**src/rtl/sprite_compositor_if.sv**
```systemverilog
// Pixel, register-write, sprite ROM and colour-output signals of the sprite compositor.
// The slave modport is the compositor side. The master modport is the side that drives scan, writes and ROM data.
`timescale 1ns/1ps
interface sprite_compositor_if #(
  parameter int NUM_SPRITES = 5,
  parameter int PIX_W       = 10,
  parameter int ADDR_W      = 12,
  parameter int IDX_W       = 3
);
  logic [PIX_W-1:0]              pixelx;
  logic [PIX_W-1:0]              pixely;
  logic                          pixel_valid;
  logic                          frame_start;
  logic                          wr_en;
  logic [7:0]                    wr_addr;
  logic [31:0]                   wr_data;
  logic [NUM_SPRITES*ADDR_W-1:0] rom_addr;
  logic [NUM_SPRITES*IDX_W-1:0]  rom_data;
  logic [23:0]                   out_color;
  logic                          out_valid;

  modport master (
    output pixelx, pixely, pixel_valid, frame_start, wr_en, wr_addr, wr_data, rom_data,
    input  rom_addr, out_color, out_valid
  );

  modport slave (
    input  pixelx, pixely, pixel_valid, frame_start, wr_en, wr_addr, wr_data, rom_data,
    output rom_addr, out_color, out_valid
  );
endinterface

```
**src/rtl/sprite_compositor.sv**
```systemverilog
// N-layer sprite compositor: per-sprite hit test and ROM addressing, priority/transparency
// resolve, palette lookup; sprite positions are double-buffered and swapped at frame start.
`timescale 1ns/1ps
module sprite_compositor #(
  parameter int          NUM_SPRITES = 5,
  parameter int          PIX_W       = 10,
  parameter int          POS_W       = 11,
  parameter int          LOG_W       = 6,
  parameter int          LOG_H       = 6,
  parameter int          IDX_W       = 3,
  parameter int          ROM_LAT     = 1,
  parameter logic [23:0] BG_RESET    = 24'h03FCDB
) (
  input  logic               clk,
  input  logic               rst,
  sprite_compositor_if.slave bus
);
  localparam int ADDR_W  = LOG_W + LOG_H;
  localparam int SID_W   = (NUM_SPRITES > 1) ? $clog2(NUM_SPRITES) : 1;
  localparam int PAL_AW  = SID_W + IDX_W;
  localparam int NUM_PAL = NUM_SPRITES * (1 << IDX_W);
  localparam int D_W     = POS_W + 1;

  logic [POS_W-1:0]              sh_x_q  [NUM_SPRITES];
  logic [POS_W-1:0]              sh_y_q  [NUM_SPRITES];
  logic [POS_W-1:0]              act_x_q [NUM_SPRITES];
  logic [POS_W-1:0]              act_y_q [NUM_SPRITES];
  logic [NUM_SPRITES-1:0]        sh_en_q;
  logic [NUM_SPRITES-1:0]        act_en_q;
  logic [23:0]                   bg_q;
  logic [23:0]                   pal_q   [1 << PAL_AW];

  logic                          pal_wr;
  logic [PAL_AW-1:0]             pal_idx;
  logic                          unused_wr_bits;

  logic [D_W-1:0]                dx [NUM_SPRITES];
  logic [D_W-1:0]                dy [NUM_SPRITES];
  logic [NUM_SPRITES-1:0]        hit;
  logic [NUM_SPRITES*ADDR_W-1:0] addr;

  logic [NUM_SPRITES*ADDR_W-1:0] rom_addr_q;
  logic [NUM_SPRITES-1:0]        hit_q [ROM_LAT+1];
  logic [ROM_LAT:0]              vld_q;

  logic [NUM_SPRITES-1:0]        vis;
  logic [SID_W-1:0]              win_id;
  logic [IDX_W-1:0]              win_idx;
  logic                          win_none;
  logic [SID_W-1:0]              win_id_q;
  logic [IDX_W-1:0]              win_idx_q;
  logic                          bg_sel_q;
  logic                          vld_b_q;

  logic [23:0]                   color_d;
  logic [23:0]                   out_color_q;
  logic                          out_valid_q;

  // Palette write decode; entries past the last sprite are never written.
  assign pal_wr  = bus.wr_en && bus.wr_addr[7] && ({1'b0, bus.wr_addr[6:0]} < 8'(NUM_PAL));
  assign pal_idx = bus.wr_addr[PAL_AW-1:0];
  assign unused_wr_bits = ^bus.wr_data[30:27];

  // Shadow/active sprite registers, background colour and palette.
  always_ff @(posedge clk or posedge rst) begin
    if (rst) begin
      for (int s = 0; s < NUM_SPRITES; s++) begin
        sh_x_q[s]  <= '0;
        sh_y_q[s]  <= '0;
        act_x_q[s] <= '0;
        act_y_q[s] <= '0;
      end
      sh_en_q  <= '0;
      act_en_q <= '0;
      bg_q     <= BG_RESET;
      for (int p = 0; p < (1 << PAL_AW); p++) begin
        pal_q[p] <= '0;
      end
    end else begin
      if (bus.frame_start) begin
        for (int s = 0; s < NUM_SPRITES; s++) begin
          act_x_q[s] <= sh_x_q[s];
          act_y_q[s] <= sh_y_q[s];
        end
        act_en_q <= sh_en_q;
      end
      for (int s = 0; s < NUM_SPRITES; s++) begin
        if (bus.wr_en && (bus.wr_addr == 8'(s))) begin
          sh_x_q[s]  <= bus.wr_data[POS_W-1:0];
          sh_y_q[s]  <= bus.wr_data[16 +: POS_W];
          sh_en_q[s] <= bus.wr_data[31];
        end
      end
      if (bus.wr_en && (bus.wr_addr == 8'h20)) begin
        bg_q <= bus.wr_data[23:0];
      end
      if (pal_wr) begin
        pal_q[pal_idx] <= bus.wr_data[23:0];
      end
    end
  end

  // Hit test and ROM address per sprite; negative positions clip at left/top.
  always_comb begin
    hit  = '0;
    addr = '0;
    for (int s = 0; s < NUM_SPRITES; s++) begin
      dx[s] = {{(D_W-PIX_W){1'b0}}, bus.pixelx} - {act_x_q[s][POS_W-1], act_x_q[s]};
      dy[s] = {{(D_W-PIX_W){1'b0}}, bus.pixely} - {act_y_q[s][POS_W-1], act_y_q[s]};
      hit[s] = act_en_q[s] && (dx[s][D_W-1:LOG_W] == '0) && (dy[s][D_W-1:LOG_H] == '0);
      addr[s*ADDR_W +: ADDR_W] = hit[s] ? {dy[s][LOG_H-1:0], dx[s][LOG_W-1:0]} : '0;
    end
  end

  // Stage A, plus hit/valid delay lines aligning with ROM data.
  always_ff @(posedge clk or posedge rst) begin
    if (rst) begin
      rom_addr_q <= '0;
      vld_q      <= '0;
      for (int k = 0; k <= ROM_LAT; k++) begin
        hit_q[k] <= '0;
      end
    end else begin
      rom_addr_q <= addr;
      hit_q[0]   <= hit;
      vld_q      <= {vld_q[ROM_LAT-1:0], bus.pixel_valid};
      for (int k = 1; k <= ROM_LAT; k++) begin
        hit_q[k] <= hit_q[k-1];
      end
    end
  end

  // Lowest-numbered visible sprite wins; index 0 is transparent.
  always_comb begin
    win_id   = '0;
    win_idx  = '0;
    win_none = 1'b1;
    for (int s = NUM_SPRITES - 1; s >= 0; s--) begin
      vis[s]   = hit_q[ROM_LAT][s] && (bus.rom_data[s*IDX_W +: IDX_W] != '0);
      win_id   = vis[s] ? SID_W'(s) : win_id;
      win_idx  = vis[s] ? bus.rom_data[s*IDX_W +: IDX_W] : win_idx;
      win_none = vis[s] ? 1'b0 : win_none;
    end
  end

  // Colour select for Stage C; blanked when the pixel is not valid.
  always_comb begin
    color_d = 24'h000000;
    if (!vld_b_q) begin
      color_d = 24'h000000;
    end else if (bg_sel_q) begin
      color_d = bg_q;
    end else begin
      color_d = pal_q[{win_id_q, win_idx_q}];
    end
  end

  // Stage B (winner) and Stage C (output colour) registers.
  always_ff @(posedge clk or posedge rst) begin
    if (rst) begin
      win_id_q    <= '0;
      win_idx_q   <= '0;
      bg_sel_q    <= 1'b0;
      vld_b_q     <= 1'b0;
      out_color_q <= 24'h000000;
      out_valid_q <= 1'b0;
    end else begin
      win_id_q    <= win_id;
      win_idx_q   <= win_idx;
      bg_sel_q    <= win_none;
      vld_b_q     <= vld_q[ROM_LAT];
      out_color_q <= color_d;
      out_valid_q <= vld_b_q;
    end
  end

  assign bus.rom_addr  = rom_addr_q;
  assign bus.out_color = out_color_q;
  assign bus.out_valid = out_valid_q;
endmodule

```
**src/flat_wrapper.sv**
```systemverilog
// flat-port wrapper written by rule: the top's interface ports become plain ports
module sprite_compositor_flat 
#(
  parameter int          NUM_SPRITES = 5,
  parameter int          PIX_W       = 10,
  parameter int          POS_W       = 11,
  parameter int          LOG_W       = 6,
  parameter int          LOG_H       = 6,
  parameter int          IDX_W       = 3,
  parameter int          ROM_LAT     = 1,
  parameter logic [23:0] BG_RESET    = 24'h03FCDB
)
  (clk, rst, bus_pixelx, bus_pixely, bus_pixel_valid, bus_frame_start, bus_wr_en, bus_wr_addr, bus_wr_data, bus_rom_data, bus_rom_addr, bus_out_color, bus_out_valid);
  sprite_compositor_if #(.NUM_SPRITES(NUM_SPRITES), .PIX_W(PIX_W), .ADDR_W((12)), .IDX_W(IDX_W)) bus_i ();
  input  logic clk;
  input  logic rst;
  input wire logic [$bits(bus_i.pixelx)-1:0] bus_pixelx;
  input wire logic [$bits(bus_i.pixely)-1:0] bus_pixely;
  input wire logic [$bits(bus_i.pixel_valid)-1:0] bus_pixel_valid;
  input wire logic [$bits(bus_i.frame_start)-1:0] bus_frame_start;
  input wire logic [$bits(bus_i.wr_en)-1:0] bus_wr_en;
  input wire logic [$bits(bus_i.wr_addr)-1:0] bus_wr_addr;
  input wire logic [$bits(bus_i.wr_data)-1:0] bus_wr_data;
  input wire logic [$bits(bus_i.rom_data)-1:0] bus_rom_data;
  output wire logic [$bits(bus_i.rom_addr)-1:0] bus_rom_addr;
  output wire logic [$bits(bus_i.out_color)-1:0] bus_out_color;
  output wire logic [$bits(bus_i.out_valid)-1:0] bus_out_valid;
  assign bus_i.pixelx = bus_pixelx;
  assign bus_i.pixely = bus_pixely;
  assign bus_i.pixel_valid = bus_pixel_valid;
  assign bus_i.frame_start = bus_frame_start;
  assign bus_i.wr_en = bus_wr_en;
  assign bus_i.wr_addr = bus_wr_addr;
  assign bus_i.wr_data = bus_wr_data;
  assign bus_i.rom_data = bus_rom_data;
  assign bus_rom_addr = bus_i.rom_addr;
  assign bus_out_color = bus_i.out_color;
  assign bus_out_valid = bus_i.out_valid;
  sprite_compositor #(.NUM_SPRITES(NUM_SPRITES), .PIX_W(PIX_W), .POS_W(POS_W), .LOG_W(LOG_W), .LOG_H(LOG_H), .IDX_W(IDX_W), .ROM_LAT(ROM_LAT), .BG_RESET(BG_RESET)) u_core (.clk(clk), .rst(rst), .bus(bus_i));
endmodule
```
**config.mk**
```make
export PLATFORM = sky130hd
export DESIGN_NAME = sprite_compositor_flat
export DESIGN_NICKNAME = d
export VERILOG_FILES = /design/src/rtl/sprite_compositor_if.sv /design/src/rtl/sprite_compositor.sv /design/src/flat_wrapper.sv
export SDC_FILE = /design/constraint.sdc
export NUM_CORES = 2
export LEC_CHECK = 0
export BUFFER_PORTS_ARGS = -buffer_cell sky130_fd_sc_hd__buf_2
export CORE_UTILIZATION = 45
export DETAILED_ROUTE_END_ITERATION = 8
export PLACE_DENSITY = 0.69
export SLEW_MARGIN = 20
export SYNTH_ARGS = -nofsm -noshare
export SYNTH_HDL_FRONTEND = slang
export SYNTH_SLANG_ARGS = --single-unit
```
**constraint.sdc**
```tcl
create_clock -name clk -period 81 [get_ports clk]
set_clock_uncertainty 0.2 [all_clocks]
set_input_delay 24.3 -clock clk [delete_from_list [all_inputs] [get_ports clk]]
set_output_delay 24.3 -clock clk [all_outputs]
set_load 0.1 [all_outputs]
```
==> After elaboration in Yosys (flattened, before gate mapping) <==
Index checks and enable logic that the tools add are counted.
{ "classes": {"addsub": 10, "n_mul": 0, "div_mod_pow": 0, "n_lt_le_gt_ge": 4, "eq_ne": 5, "n_shift": 0, "muxes": 28, "n_bitwise": 2, "n_reduce_logical": 40} }
{ "op_table": {"columns": ["operator", "count"], "rows": [
  ["bitwise mux 1536 bit", 1],
  ["binary-select mux 24 bit (select 6 bit)", 1],
  ["demux 24 bit (select 6 bit)", 1],
  ["2-to-1 mux 24 bit", 5],
  ["subtractor 11 x 11 -> 12 bit", 10],
  ["zero test 6 bit", 10],
  ["2-to-1 mux 12 bit", 5],
  ["2-to-1 mux 3 bit", 10],
  ["logical AND 1 bit", 24],
  ["== test 8 x 2 -> 1 bit, second input constant", 2],
  ["nonzero test 3 bit", 5],
  ["greater-or-equal comparator 7 bit, second input constant", 2],
  ["inverter 6 -> 7 bit", 2],
  ["== test 8 x 1 -> 1 bit, second input constant", 1],
  ["== test 8 x 3 -> 1 bit, second input constant", 1],
  ["== test 8 x 6 -> 1 bit, second input constant", 1],
  ["zero test 8 bit", 1],
  ["less-than comparator 7 x 1 -> 1 bit, second input constant", 1],
  ["less-than comparator 7 x 6 -> 1 bit, second input constant", 1],
  ["2-to-1 mux 1 bit", 5]
]} }
{ "word_totals": {"ff_bits": 1895, "latch_bits": 0, "mem_bits_rw": 0, "romBits": 0, "inputBits": 80, "out_inout_bits": 85, "elab_cells": 190, "memories": 0} }

==> Depth between registers and ports, before layout <==
{ "logic_depth": {"ltp_word": 7, "mapped_depth": 12, "ltp_nobuf": 11} }

==> Worst setup path after synthesis <==
No wires, ideal clock.
{ "synth_timing": {"path_type": "input to register", "start": "in bus_pixelx[0]", "end": "reg u_core.rom_addr_q[33] (netlist: u_core.bus.rom_addr[33])", "setup_ps": 107, "arrival_time_ps": 26826, "t_required_ps": 80693, "setup_slack_ps": 53867, "stages": 11, "n_path_buf": 0, "cell_sequence": "inv_1 > ha_1 > inv_1 > fa_1 > a211oi_1 > o21ai_1 > and3_2 > o31ai_1 > o211ai_1 > a2111o_1 > a2111oi_4"} }
{ "synth_between": {"elab_chain_len": 5} }
{ "synth_rtl": {"columns": ["item", "line_no", "rtl"], "rows": [
  ["from (decl)", "flat_wrapper.sv:17", "input wire logic [$bits(bus_i.pixelx)-1:0] bus_pixelx;"],
  ["subtractor 11 x 11 -> 12 bit", "sprite_compositor.sv:108", "dx[s] = {{(D_W-PIX_W){1'b0}}, bus.pixelx} - {act_x_q[s][POS_W-1], act_x_q[s]};"],
  ["zero test 6 bit", "sprite_compositor.sv:110", "hit[s] = act_en_q[s] && (dx[s][D_W-1:LOG_W] == '0) && (dy[s][D_W-1:LOG_H] == '0);"],
  ["logical AND 1 bit (2 in a row)", "sprite_compositor.sv:110", null],
  ["2-to-1 mux 12 bit", "sprite_compositor.sv:111", "addr[s*ADDR_W +: ADDR_W] = hit[s] ? {dy[s][LOG_H-1:0], dx[s][LOG_W-1:0]} : '0;"],
  ["net u_core.addr[33]", "sprite_compositor.sv:40", "logic [NUM_SPRITES*ADDR_W-1:0] addr;"],
  ["to (signal assigned)", "sprite_compositor.sv:124", "rom_addr_q <= addr;"],
  ["to (decl)", "sprite_compositor.sv:42", "logic [NUM_SPRITES*ADDR_W-1:0] rom_addr_q;"]
]} }
The timed path passes the listed nets, and every way through them passes these cells.
A chain may end at the register's enable or synchronous reset.

==> summary.txt <==
Clock tree
  • Clk Latency, worst-skew pair: 820 ps
  • CTS max path bufs: 3
  • Reg clk slew, reported paths: 60 ps
  • Root Driver: clkbuf_16
  • TritonCTS Buffers: 191
  • TritonCTS clock tree: done
  • H-tree lvl count: 4
  • # clock sinks: 1895
  • CTS Hold Bufs: 0
  • # resized after CTS: 0
  • Setup bufs post-CTS: 0

Outcome
  • Outcome: complete, no violations

Drt
  • Drc violations: 0
  • Drt first pass iters: 5
  • Antenna viol nets, final: 0
  • Avg WL per Cell: 23.80 um
  • Routed vias: 43280
  • Final wirelength: 182100 um
  • Vias/cell: 5.657
  • 1st-iter DRT viols: 3220

Power
  • Clock share of power: 45.2%
  • Net Sw Frac: 22.62%
  • Sequential share of power: 49.3%
  • Power Density: 22.16 nW/um2
  • Int Pwr: 0.001540 W
  • Switch Pwr: 0.0004501 W
  • Lkg Pwr: 42.13 nW
  • VDD IR-drop max: 0.02118 mV
  • Combinational Power Share: 5.5%

Synthesis
  • Post-synth EDFFs: 0
  • Synth area leaders: dfrtp_1, mux2_2, mux4_2, clkbuf_1, ha_1
  • Area leader, netlist: dfrtp_1
  • Cells after synthesis: 5620
  • Flops & latches, synth: 1895
  • Post-synth top cells: dfrtp_1, mux2_2, clkbuf_1
  • Yosys warning total: 0
  • Asr flop ratio synth: 100.0%
  • Syn_nets: 5810
  • Top cell type's share of synthesized area: 57.32%
  • Sequential share of the synthesized area: 57.76%
  • Most used DFF post-synth: dfrtp_1
  • Synthesized area per cell: 14.61 um2
  • Top-count cell post-synth: dfrtp_1
  • Mapped Area: 82120 um2
  • Yosys cell types: 80

Worst setup path
  • Worst setup SP type: input pin
  • CP max FO: 161
  • Crit Path Category: in -> async
  • WP data arrival: 28370 ps
  • Endpoint class of the critical path: asynchronous set/reset pin
  • Critical Path RT: 81580 ps

Global route
  • Initial antenna violation count: 14
  • Largest net degree at the start of global routing: 179
  • Remaining Overflow, GRT: 0
  • First-pass GRT wire length: 285200 um
  • GRT Overall Usage: 20.18%
  • Vias in the first global route: 46120

Flow run
  • Maxcap violations: 0

STA
  • Max Slew Vio Count: 0
  • Fin Setup TNS: 0 ps
  • Max Freq: 35.99 MHz
  • Slew headroom: 8.370%
  • RSZ-0062 raised after global routing: false
  • Worst-margin pin slew: 1365 ps
  • Final setup viols: 0
  • Hold Fails Final Rpt: 0
  • Crit share post-route: 34.31%
  • Post-layout minimum cycle time: 27790 ps

Cells and area
  • Post-Layout Cell Count: 7650
  • Fin nets: 5301
  • Area growth from synthesis to layout: 9.365%
  • Seq. cell area: 47450 um2
  • Layout cells sized above 1: 42.68%
  • Multi-input logic area: 30680 um2
  • Fillers: 14860

Placement
  • Buffers on Ports: 160
  • DPL Wire Length: 110900 um
  • RePlAce Congestion: 0.8774
  • Placed Cells: 7285

Die
  • Die Y-Extent: 429.2 um
  • Die width: 429.2 um
  • Die area: 184200 um2
  • Row cnt: 156
  • Core ar.: 180900 um2
  • Initial Utilization: 45.39%
  • Number of placed I/O pins: 165

Min path
  • Hold crit path type: reg -> reg
==> layer usage <==
metal / routed length [um] / up-vias / global-route usage [%]
met2: 88880 / 926 / 32.85
met4: 5731 / 2 / 6.881
met3: 7389 / 306 / 2.910
met5: 9 / - / 0
met1: 80070 / 23250 / 27.85
li1: - / 18790 / -
==> placed cells by master, fill, tap and decap left out, drive strengths merged, types with 14 or more instances in the layout <==
cell | synthesis | final
a211oi | 15 | 15
a21o | 29 | 29
a21oi | 55 | 55
a311oi | 29 | 29
buf | 123 | 253
clkbuf | 832 | 277
clkinv | 0 | 51
dfrtp | 1881 | 1881
dfstp | 14 | 14
ha | 100 | 100
inv | 125 | 129
mux2 | 1127 | 1127
mux2i | 28 | 28
mux4 | 480 | 480
nand2 | 157 | 157
nand2b | 16 | 16
nand3 | 14 | 14
nor2 | 82 | 82
nor2b | 14 | 14
nor3 | 43 | 43
nor3b | 16 | 16
nor4 | 18 | 18
o21ai | 174 | 174
o22ai | 26 | 26
xnor2 | 34 | 34
xor2 | 17 | 17
==> state kept, by name, summed over array words and instances, names as in the netlist, 2 cells and up <==
| register | count |
|---|---|
| u_core.pal_q | 1536 |
| u_core.act_y_q | 55 |
| u_core.vld_q | 2 |
| u_core.win_idx_q | 3 |
| u_core.win_id_q | 3 |
| u_core.act_x_q | 55 |
| u_core.sh_y_q | 55 |
| u_core.bus.out_color | 24 |
| u_core.sh_en_q | 5 |
| u_core.bus.rom_addr | 60 |
| u_core.act_en_q | 5 |
| u_core.hit_q | 10 |
| u_core.sh_x_q | 55 |
| u_core.bg_q | 24 |
==> cells by family after synthesis <==
kind of cell               Yosys count  share of synthesized area, %
AOI/OAI and AO/OA                  423                         3.294
xor gates and xnor gates            51                        0.5439
adders and majority gates          110                         1.767
buffers and inverters             1080                         5.076
DFF                               1895                         57.76
muxes                             1635                         28.96
and+or+nand+nor                    426                         2.596
==> stage by stage <==
| stage | setup slack [ps] | utilization (%) | instance area, um2 | power, W | hold WS, ps |
|---|---|---|---|---|---|
| after global routing | 52570 | 49.64 | 89810 | 0.002064 | 149.2 |
| after detailed placement | 52220 | 45.99 | 83210 | 0.001108 | 137.0 |
| after floorplan | 3011 | - | 82120 | 0.001081 | 131.2 |
| final | 53210 | 49.64 | 89810 | 0.001990 | 142.4 |
| after CTS | 53100 | 49.58 | 89710 | 0.002010 | 145.7 |
| after global placement | 52370 | 45.95 | 83140 | 0.001103 | 135.2 |
==> cell type report <==
type                            count  area share [%]
Clock buffer                      277           6.311
Multi-Input combinational cell   2645           34.16
Clock inverter                     75          0.9264
Antenna cell                       10         0.02786
Timing Repair Buffer              253           1.909
Tap cell                         2370           3.302
Sequential cell                  1895           52.84
Inverter                          125          0.5308
==> worst max-delay path, stage by stage <==
cell and delay [ps]:
buf_2 130, inv_8 490, buf_12 660, buf_4 780, buf_4 820, buf_4 860
==> power by group through the flow <==
| stage | registers (W) | logic [W] | clock network (W) |
|---|---|---|---|
| finish | 0.000981 | 0.000110 | 0.000899 |
| CTS | 0.000981 | 0.000111 | 0.000918 |
| global route | 0.000983 | 0.000122 | 0.000958 |
| floorplan | 0.00100 | 0.0000795 | 0 |
| detailed placement | 0.000998 | 0.000110 | 0 |
| global placement | 0.000997 | 0.000106 | 0 |
==> final timing paths <==
kind                                     start                  endpoint  slack [ps]  cells after the start
hold reg to reg                u_core.vld_q[0]           u_core.vld_q[1]         140                      0
setup reg to reg           u_core.win_idx_q[0]  u_core.bus.out_color[13]       75350                      7
max in group clk                 bus_pixely[0]   u_core.bus.rom_addr[48]       53510                     12
setup / recovery                           rst         u_core.pal_q[113]       53210                      6
min in group asynchronous                  rst   u_core.bus.rom_addr[48]       23440                      2
hold / removal                 u_core.vld_q[0]           u_core.vld_q[1]         140                      0
Note: power is estimated with default switching activity, not from simulation.
